<file path="config.mk">
export PLATFORM = sky130hd
export DESIGN_NAME = alu_share_ctrl
export DESIGN_NICKNAME = d
export VERILOG_FILES = /design/src/rtl/alu_pkg.sv /design/src/rtl/alu_share_ctrl_rr_arbiter.sv /design/src/rtl/alu_share_ctrl.sv
export SDC_FILE = /design/constraint.sdc
export NUM_CORES = 1
export LEC_CHECK = 0
export ABC_AREA = 0
export ABC_CLOCK_PERIOD_IN_PS = 7500
export CORE_AREA = 8 8 158 160
export CTS_CLUSTER_DIAMETER = 40
export DETAILED_ROUTE_END_ITERATION = 16
export DIE_AREA = 0 0 166 168
export PLACE_DENSITY_LB_ADDON = 0.25
export SLEW_MARGIN = 20
export SYNTH_ARGS = -nofsm -noshare
export SYNTH_HDL_FRONTEND = slang
export SYNTH_SLANG_ARGS = --single-unit
</file>
<file path="constraint.sdc">
create_clock -name clk -period 7.5 [get_ports clk]
set_clock_uncertainty 0.15 [all_clocks]
set_input_delay 1.125 -clock clk [delete_from_list [all_inputs] [get_ports clk]]
set_output_delay 1.125 -clock clk [all_outputs]
set_load 0.05 [all_outputs]
</file>
<file path="src/rtl/alu_pkg.sv">
// Shared types for the ALU sharing controller: ALU control codes and FSM states.
package alu_pkg;

    localparam int ALU_CTRL_W = 3;

    typedef enum logic [ALU_CTRL_W-1:0] {
        ALU_AND = 3'b000,
        ALU_OR  = 3'b001,
        ALU_ADD = 3'b010,
        ALU_SUB = 3'b100,
        ALU_MUL = 3'b101,
        ALU_SLT = 3'b110
    } alu_ctrl_t;

    typedef enum logic [1:0] {
        ST_IDLE = 2'b00,
        ST_EXEC = 2'b01,
        ST_RESP = 2'b10
    } share_state_t;

endpackage

</file>
<file path="src/rtl/alu_share_ctrl_rr_arbiter.sv">
// Combinational round-robin arbiter: first set request bit at or above ptr, wrapping.
module rr_arbiter #(
    parameter int NUM_REQ = 4,
    parameter int IDX_W   = 2
) (
    input  logic [NUM_REQ-1:0] req,
    input  logic [IDX_W-1:0]   ptr,
    output logic [NUM_REQ-1:0] grant,
    output logic [IDX_W-1:0]   grant_idx,
    output logic               any
);

    int cand_s;

    // Scan requesters starting at ptr and stop at the first pending one.
    always_comb begin
        grant     = '0;
        grant_idx = '0;
        any       = 1'b0;
        cand_s    = 32'sd0;
        for (int k = 0; k < NUM_REQ; k++) begin
            cand_s = ((int'(ptr) + k) >= NUM_REQ) ? (int'(ptr) + k - NUM_REQ) : (int'(ptr) + k);
            if (!any && req[cand_s[IDX_W-1:0]]) begin
                grant[cand_s[IDX_W-1:0]] = 1'b1;
                grant_idx                = cand_s[IDX_W-1:0];
                any                      = 1'b1;
            end else begin
            end
        end
    end

endmodule

</file>
<file path="src/rtl/alu_share_ctrl.sv">
// Time-shares one external combinational ALU among NUM_REQ requesters.
// One transaction at a time: grant (IDLE) -> ALU cycle (EXEC) -> response (RESP).
module alu_share_ctrl
    import alu_pkg::*;
#(
    parameter int WIDTH   = 32,
    parameter int NUM_REQ = 4
) (
    input  logic                        clk,
    input  logic                        reset,
    input  logic [NUM_REQ-1:0]          req_valid,
    output logic [NUM_REQ-1:0]          req_ready,
    input  logic [NUM_REQ*WIDTH-1:0]    req_opa,
    input  logic [NUM_REQ*WIDTH-1:0]    req_opb,
    input  logic [NUM_REQ*ALU_CTRL_W-1:0] req_ctrl,
    output logic [NUM_REQ-1:0]          rsp_valid,
    input  logic [NUM_REQ-1:0]          rsp_ready,
    output logic [WIDTH-1:0]            rsp_result,
    output logic                        rsp_zero,
    output logic [WIDTH-1:0]            alu_opa,
    output logic [WIDTH-1:0]            alu_opb,
    output logic [ALU_CTRL_W-1:0]       alu_ctrl,
    input  logic [WIDTH-1:0]            alu_result
);

    localparam int IDX_W = (NUM_REQ > 1) ? $clog2(NUM_REQ) : 1;
    localparam logic [IDX_W-1:0]   LAST_IDX = IDX_W'(NUM_REQ - 1);
    localparam logic [NUM_REQ-1:0] ONE_HOT0 = NUM_REQ'(1'b1);

    share_state_t            state_r;
    logic [IDX_W-1:0]        rr_ptr_r;
    logic [IDX_W-1:0]        owner_r;
    logic [WIDTH-1:0]        opa_r;
    logic [WIDTH-1:0]        opb_r;
    logic [ALU_CTRL_W-1:0]   ctrl_r;
    logic [WIDTH-1:0]        rsp_result_r;
    logic                    rsp_zero_r;
    logic [NUM_REQ-1:0]      rsp_valid_r;

    logic [NUM_REQ-1:0]      grant_s;
    logic [IDX_W-1:0]        grant_idx_s;
    logic                    any_s;
    logic [WIDTH-1:0]        sel_opa_s;
    logic [WIDTH-1:0]        sel_opb_s;
    logic [ALU_CTRL_W-1:0]   sel_ctrl_s;
    logic [IDX_W-1:0]        ptr_next_s;

    rr_arbiter #(
        .NUM_REQ (NUM_REQ),
        .IDX_W   (IDX_W)
    ) u_arb (
        .req       (req_valid),
        .ptr       (rr_ptr_r),
        .grant     (grant_s),
        .grant_idx (grant_idx_s),
        .any       (any_s)
    );

    // Route the winning requester's operands and control code to the latch inputs.
    always_comb begin
        sel_opa_s  = '0;
        sel_opb_s  = '0;
        sel_ctrl_s = '0;
        for (int i = 0; i < NUM_REQ; i++) begin
            if (grant_s[i]) begin
                sel_opa_s  = req_opa[i*WIDTH +: WIDTH];
                sel_opb_s  = req_opb[i*WIDTH +: WIDTH];
                sel_ctrl_s = req_ctrl[i*ALU_CTRL_W +: ALU_CTRL_W];
            end else begin
            end
        end
    end

    // Grant is only visible while idle and out of reset; the handshake must be same-cycle.
    always_comb begin
        if (!reset && (state_r == ST_IDLE)) begin
            req_ready = grant_s;
        end else begin
            req_ready = '0;
        end
    end

    // Pointer moves one past the owner that just completed, wrapping at NUM_REQ.
    always_comb begin
        if (owner_r == LAST_IDX) begin
            ptr_next_s = '0;
        end else begin
            ptr_next_s = owner_r + IDX_W'(1'b1);
        end
    end

    // Sequencer: latch winner, capture ALU result, hold response until consumed.
    always_ff @(posedge clk or posedge reset) begin
        if (reset) begin
            state_r      <= ST_IDLE;
            rr_ptr_r     <= '0;
            owner_r      <= '0;
            opa_r        <= '0;
            opb_r        <= '0;
            ctrl_r       <= '0;
            rsp_result_r <= '0;
            rsp_zero_r   <= 1'b0;
            rsp_valid_r  <= '0;
        end else begin
            case (state_r)
                ST_IDLE: begin
                    if (any_s) begin
                        opa_r   <= sel_opa_s;
                        opb_r   <= sel_opb_s;
                        ctrl_r  <= sel_ctrl_s;
                        owner_r <= grant_idx_s;
                        state_r <= ST_EXEC;
                    end else begin
                        state_r <= ST_IDLE;
                    end
                end
                ST_EXEC: begin
                    rsp_result_r <= alu_result;
                    rsp_zero_r   <= (alu_result == '0);
                    rsp_valid_r  <= ONE_HOT0 << owner_r;
                    state_r      <= ST_RESP;
                end
                ST_RESP: begin
                    if (rsp_ready[owner_r]) begin
                        rsp_valid_r <= '0;
                        rr_ptr_r    <= ptr_next_s;
                        state_r     <= ST_IDLE;
                    end else begin
                        state_r <= ST_RESP;
                    end
                end
                default: begin
                    rsp_valid_r <= '0;
                    state_r     <= ST_IDLE;
                end
            endcase
        end
    end

    assign alu_opa    = opa_r;
    assign alu_opb    = opb_r;
    assign alu_ctrl   = ctrl_r;
    assign rsp_result = rsp_result_r;
    assign rsp_zero   = rsp_zero_r;
    assign rsp_valid  = rsp_valid_r;

endmodule

</file>
Word-level counts from Yosys, hierarchy flattened:

Cells that the tools add are included.

* register bits: 110
* bits of input ports: 310

* $add $sub $neg: 8
* magnitude comparators: 13
* equal/unequal tests: 4
* shift operators: 1
* muxes and demuxes: 53
* bitwise operators: 4
* reduce and logical (&&, ||, !) cells: 17

Operators with widths (number)
* $mux W32: 8
* $logic_not A32 Y1: 1
* $mux W4: 6
* $mux W2: 10
* $lt A2 B3 Y1 const B: 5
* $mux W1: 14
* $mux W3: 4
* $or A4 B4 Y4: 3
* $pmux W4 S3: 1
* $bmux W1 S2: 5
* $ge A3 B3 Y1 const B: 3
* $demux W1 S2: 4
* $ge A2 B1 Y1 const B: 4
* $logic_and A1 B1 Y1: 8
* $sub A2 B1 Y2 const B: 4
* $add A2 B2 Y3 const B: 2
* $pmux W2 S3: 1
* $reduce_and A2 Y1: 3
* $eq A2 B2 Y1 const B: 2
* $logic_not A1 Y1: 4
* $shl A1 B2 Y4 const A: 1
* $add A2 B1 Y3 const B: 1
* $ge A2 B3 Y1 const B: 1
* $add A2 B1 Y2 const B: 1
* other kinds (4): 4

Depth between registers and ports, before layout:

* word-level depth: 18
* gate-level depth with buffers: 14
* gate-level depth less buffers: 9

By module:

From an unflattened synthesis, not the netlist that was laid out.

* cells, all modules: 839
* area, all modules: 7116.8 um2

By module, submodules not included
* alu_share_ctrl: instances 1, cells an instance 794, area each 6695.2 um2
* rr_arbiter: instances 1, cells an instance 45, area each 421.7 um2

Worst setup path after synthesis:

OpenSTA, ideal clock, no wires.

* path type: input to output
* start: in reset
* end: out req_ready[0]
* arrival: 4.629 ns
* data required time: 6.225 ns
* path slack: 1.596 ns
* cell stages on the path: 3
* path buffers: 0
* cell sequence: inv_1 > nand2_1 > nor2b_1

* word-level cells in the longest chain between the ends: 3

RTL lines
* start: declaration: line alu_share_ctrl.sv:10 `input logic reset,`
* $logic_not A1 Y1 (no line)
* $logic_and A1 B1 Y1: line alu_share_ctrl.sv:76 `if (!reset && (state_r == ST_IDLE)) begin`
* $mux W4: line alu_share_ctrl.sv:76
* end: declaration: line alu_share_ctrl.sv:12 `output logic [NUM_REQ-1:0] req_ready,`

No other way between the ends.

Worst setup path after layout:

* start: reg rr_ptr_r[0]
* end: out req_ready[2]

* word-level cells in the longest chain between the ends: 15
* elaborated cells between the ends (all ways): 60
* those cells by class: add/sub (7); order compare (12); mux (28); bitwise (3); reduce/logical (10)

RTL lines
* start: declaration: line alu_share_ctrl.sv:31 `logic [IDX_W-1:0] rr_ptr_r;`
* start signal: assignment: line alu_share_ctrl.sv:126 `rr_ptr_r <= ptr_next_s;`
* parallel branches: the longest is 13 deep, another holds $add A2 B1 Y3
* $mux W4 *: line alu_share_ctrl_rr_arbiter.sv:23 `if (!any && req[cand_s[IDX_W-1:0]]) begin`
* $mux W4 *: line alu_share_ctrl.sv:76

Every way passes the cells marked *. The select of a mux whose other input is x is not followed.

==> summary.md <==
| Metric | Value |
|---|---|
| Result of the run | `finished clean` |
| Cell at the root of the clock tree | `sky130_fd_sc_hd__clkbuf_16` |
| Reg-to-reg slack, setup | `2.57 ns` |
| Count of endpoints failing setup in the final report | `0` |
| Remaining max-slew budget at the tightest pin | `33.9%` |
| Setup repair after global routing missed its margin | `no` |
| Remaining antenna violation count | `0` |
| Remaining DRCs | `0` |
| Buf/Inv on CP | `2` |
| Setup TNS | `0 ns` |
| Number of distinct library cells after synthesis | `44` |
| Core Region | `0.0224 sq mm` |
| Nature of the critical path endpoint | `primary output` |
| Minimum clock period after layout | `5.37 ns` |
| Maximum fanout encountered on the critical timing path | `18` |
| Cell with the biggest individual delay on the critical path | `sky130_fd_sc_hd__clkdlybuf4s50_1` |
| Required time of the critical path | `6.22 ns` |
| Share of cells above drive strength 1 | `4.08%` |
| Cell breakdown of the critical path | `inv_1 > ha_1 > or3b_1 > a2111o_1 > nand3_1 > and2_1 > nor3_4 > nor2_1 > clkdlybuf4s50_1` |
| Max-slew violation total from the final report | `0` |
| Residual overflow from global routing | `0` |
| CTS tree | `done` |
| Post-synthesis net count | `1,052` |
| Mapped Avg Cell Area | `8.86 sq um` |
| Slowest cell delay on critical path | `0.89 ns` |
| Total wire length | `32.9 mm` |
| Drt first-iter violations | `559` |
| Effective utilization at floorplan | `29.0%` |
| Level count of the clock H-tree | `3` |
| Number of gates resized after cts | `0` |
| CTS Hold Bufs | `0` |
| Total standard cell area after synthesis | `0.00648 sq mm` |
| Peak VDD IR | `0.000228 V` |
| Final Hold Fails | `0` |
| Class of the tightest hold or removal check | `reg -> reg` |
| Global-route wire length before repair | `49.3 mm` |
| Initial antenna violation count | `8` |
| Startpoint kind of the worst setup timing path | `register` |
| Final HPWL from detailed placement | `24.6 mm` |
| Drt via density | `5.29` |
| Critical path type | `reg -> out` |
| Die outline height | `168 um` |
| Max Root-Sink Buffers | `2` |
| CP arrival | `4.09 ns` |
| Top-level I/O count | `418` |
| Routed via count | `7,373` |
| Layout Area Growth over Synthesis | `71.3%` |
| Commonest register cell after synthesis | `sky130_fd_sc_hd__dfrtp_1` |
| Inst Count DP | `1,371` |
| Row Count | `55` |
| Width of the chip | `166 um` |
| Cts bufs inserted | `9` |
| Die area | `0.0279 sq mm` |
| Fin nets | `1,418` |
| Non-filler cells in the finished layout | `1,394` |
| Insertion delay to the later sink of the worst-skew pair | `0.34 ns` |
| Leak pwr | `4.47 nW` |
| Post-synthesis sequential element count | `110` |
| Via count of the first global-routing pass | `7,905` |
| Maximum number of pins on one net before global-route repair | `71` |
| Period utilization | `71.6%` |
| Worst hold slack | `0.326 ns` |
| Clock Pin Slew Worst Setup and Hold Paths | `0.07 ns` |
| Maximum clock frequency | `186 MHz` |
| First-pass iteration count of the detailed router | `5` |
| Proportion of synthesized chip area in sequential cells | `42.5%` |
| Post-route core utilization | `49.6%` |
| Worst path top cell family by delay | `buffers and inverters` |
| Routed wire per std cell | `23.6 um` |
| MaxCap Viol Count | `0` |
| Number of warning messages in the yosys log | `0` |
| Number of port buffers | `417` |
| Fraction of registers with async set/reset | `100%` |
| All-layer global routing usage | `22.8%` |
| Post-CTS setup-driven buffer insertion count | `0` |
| Slew at the pin with the worst max-slew slack | `0.991 ns` |
| GPL Wtd Cong | `0.871` |
| Post-Syn Instances | `731` |
| Clock net sink count | `110` |
| Number of synthesized flops with an enable pin | `0` |
| Cell area power density | `494 mW/mm^2` |
## cell type report
type	count	area, sq um
fillers	2139	11300
repair buffers	428	4260
multi-input cells	539	3390
flip-flops and latches	110	2750
well taps	285	357
clock buffers	10	239
clock inverters	6	51.3
inverters	9	36.3
diodes	7	17.5
## metal layers
layer,part of all wire [%],GRT usage (%)
met5,0.027,0
met4,2.6,8.74
met3,8.6,7.60
met2,50,39.7
met1,38,25.4
## synth_stat cells (4+ instances only)
cell / instances / area (sq um)
sky130_fd_sc_hd__nand2_1: 178 / 668
sky130_fd_sc_hd__dfrtp_1: 110 / 2750
sky130_fd_sc_hd__nor2_1: 73 / 274
sky130_fd_sc_hd__o31ai_1: 69 / 518
sky130_fd_sc_hd__a221oi_1: 67 / 587
sky130_fd_sc_hd__a2bb2oi_1: 67 / 587
sky130_fd_sc_hd__clkbuf_1: 42 / 158
sky130_fd_sc_hd__buf_2: 25 / 125
sky130_fd_sc_hd__ha_1: 11 / 138
sky130_fd_sc_hd__nor4_1: 10 / 62.6
sky130_fd_sc_hd__inv_1: 8 / 30.0
sky130_fd_sc_hd__a22o_1: 6 / 52.6
sky130_fd_sc_hd__o21ai_0: 6 / 30.0
sky130_fd_sc_hd__buf_4: 5 / 37.5
sky130_fd_sc_hd__nand2b_1: 5 / 31.3
sky130_fd_sc_hd__mux2_2: 4 / 45.0
## through the flow
stage	total power [mW]	setup WS, ns	area, sq um
global placement	5.02	2.18	10800
detailed placement	5.04	2.17	10800
finish	5.48	2.13	11100
CTS	5.55	2.07	11100
floorplan	3.77	1.60	6480
global route	5.84	1.84	11100
## kinds of logic after synthesis
logic type / after synthesis / share of synthesized area [%]
compound gates: 232 / 29.7
fa+ha+maj: 11 / 2.12
mux: 8 / 1.89
simple gates: 288 / 18.3
flops: 110 / 42.5
buf+inv: 82 / 5.52
## cells in the final DEF, fill, tap and decap left out, drive strengths merged, types with 4 or more instances in the layout
master	netlist	layout
o31ai	69	69
nor2b	4	4
nor4	10	10
a22o	6	6
mux2	4	4
clkbuf	42	10
nand2	178	178
buf	31	11
a221oi	68	68
nand2b	5	5
clkdlybuf4s50	0	417
ha	11	11
nor2	73	73
dfrtp	110	110
diode	0	7
inv	9	12
a2bb2oi	67	67
o21ai	8	8
## report_power, final
part / switching (mW) / internal (mW)
registers: 0.171 / 0.879
logic: 2.51 / 1.44
clock network: 0.242 / 0.241
total: 2.92 / 2.56
## worst reg2reg max path, stage by stage, from the launching register on
cell,delay (ns)
sky130_fd_sc_hd__dfrtp_1,0.76
sky130_fd_sc_hd__inv_1,0.24
sky130_fd_sc_hd__ha_1,0.52
sky130_fd_sc_hd__mux4_2,0.44
sky130_fd_sc_hd__nand2_1,0.12
sky130_fd_sc_hd__o21ai_1,0.07
sky130_fd_sc_hd__a22o_1,0.27
sky130_fd_sc_hd__a221oi_4,0.20
sky130_fd_sc_hd__buf_4,0.67
sky130_fd_sc_hd__nand2_2,0.53
sky130_fd_sc_hd__buf_4,0.47
sky130_fd_sc_hd__o31ai_1,0.38
## worst paths after layout
kind / startpoint / endpoint / cells past startpoint
max in group asynchronous: reset / alu_opb[17] / 3
min in group asynchronous: reset / rsp_result[17] / 2
min reg2reg: rsp_result[9] / rsp_result[9] / 2
max reg2reg: rr_ptr_r[0] / alu_opa[23] / 11
max: rr_ptr_r[0] / req_ready[2] / 9
min: rsp_result[9] / rsp_result[9] / 2
## registers in the layout (all words and copies together) (netlist names), 2 cells and up
register	count
owner_r	2
rsp_result	32
alu_opb	32
rr_ptr_r	2
alu_ctrl	3
alu_opa	32
rsp_valid	4
state_r	2
Note: power is estimated with default switching activity, not from simulation.
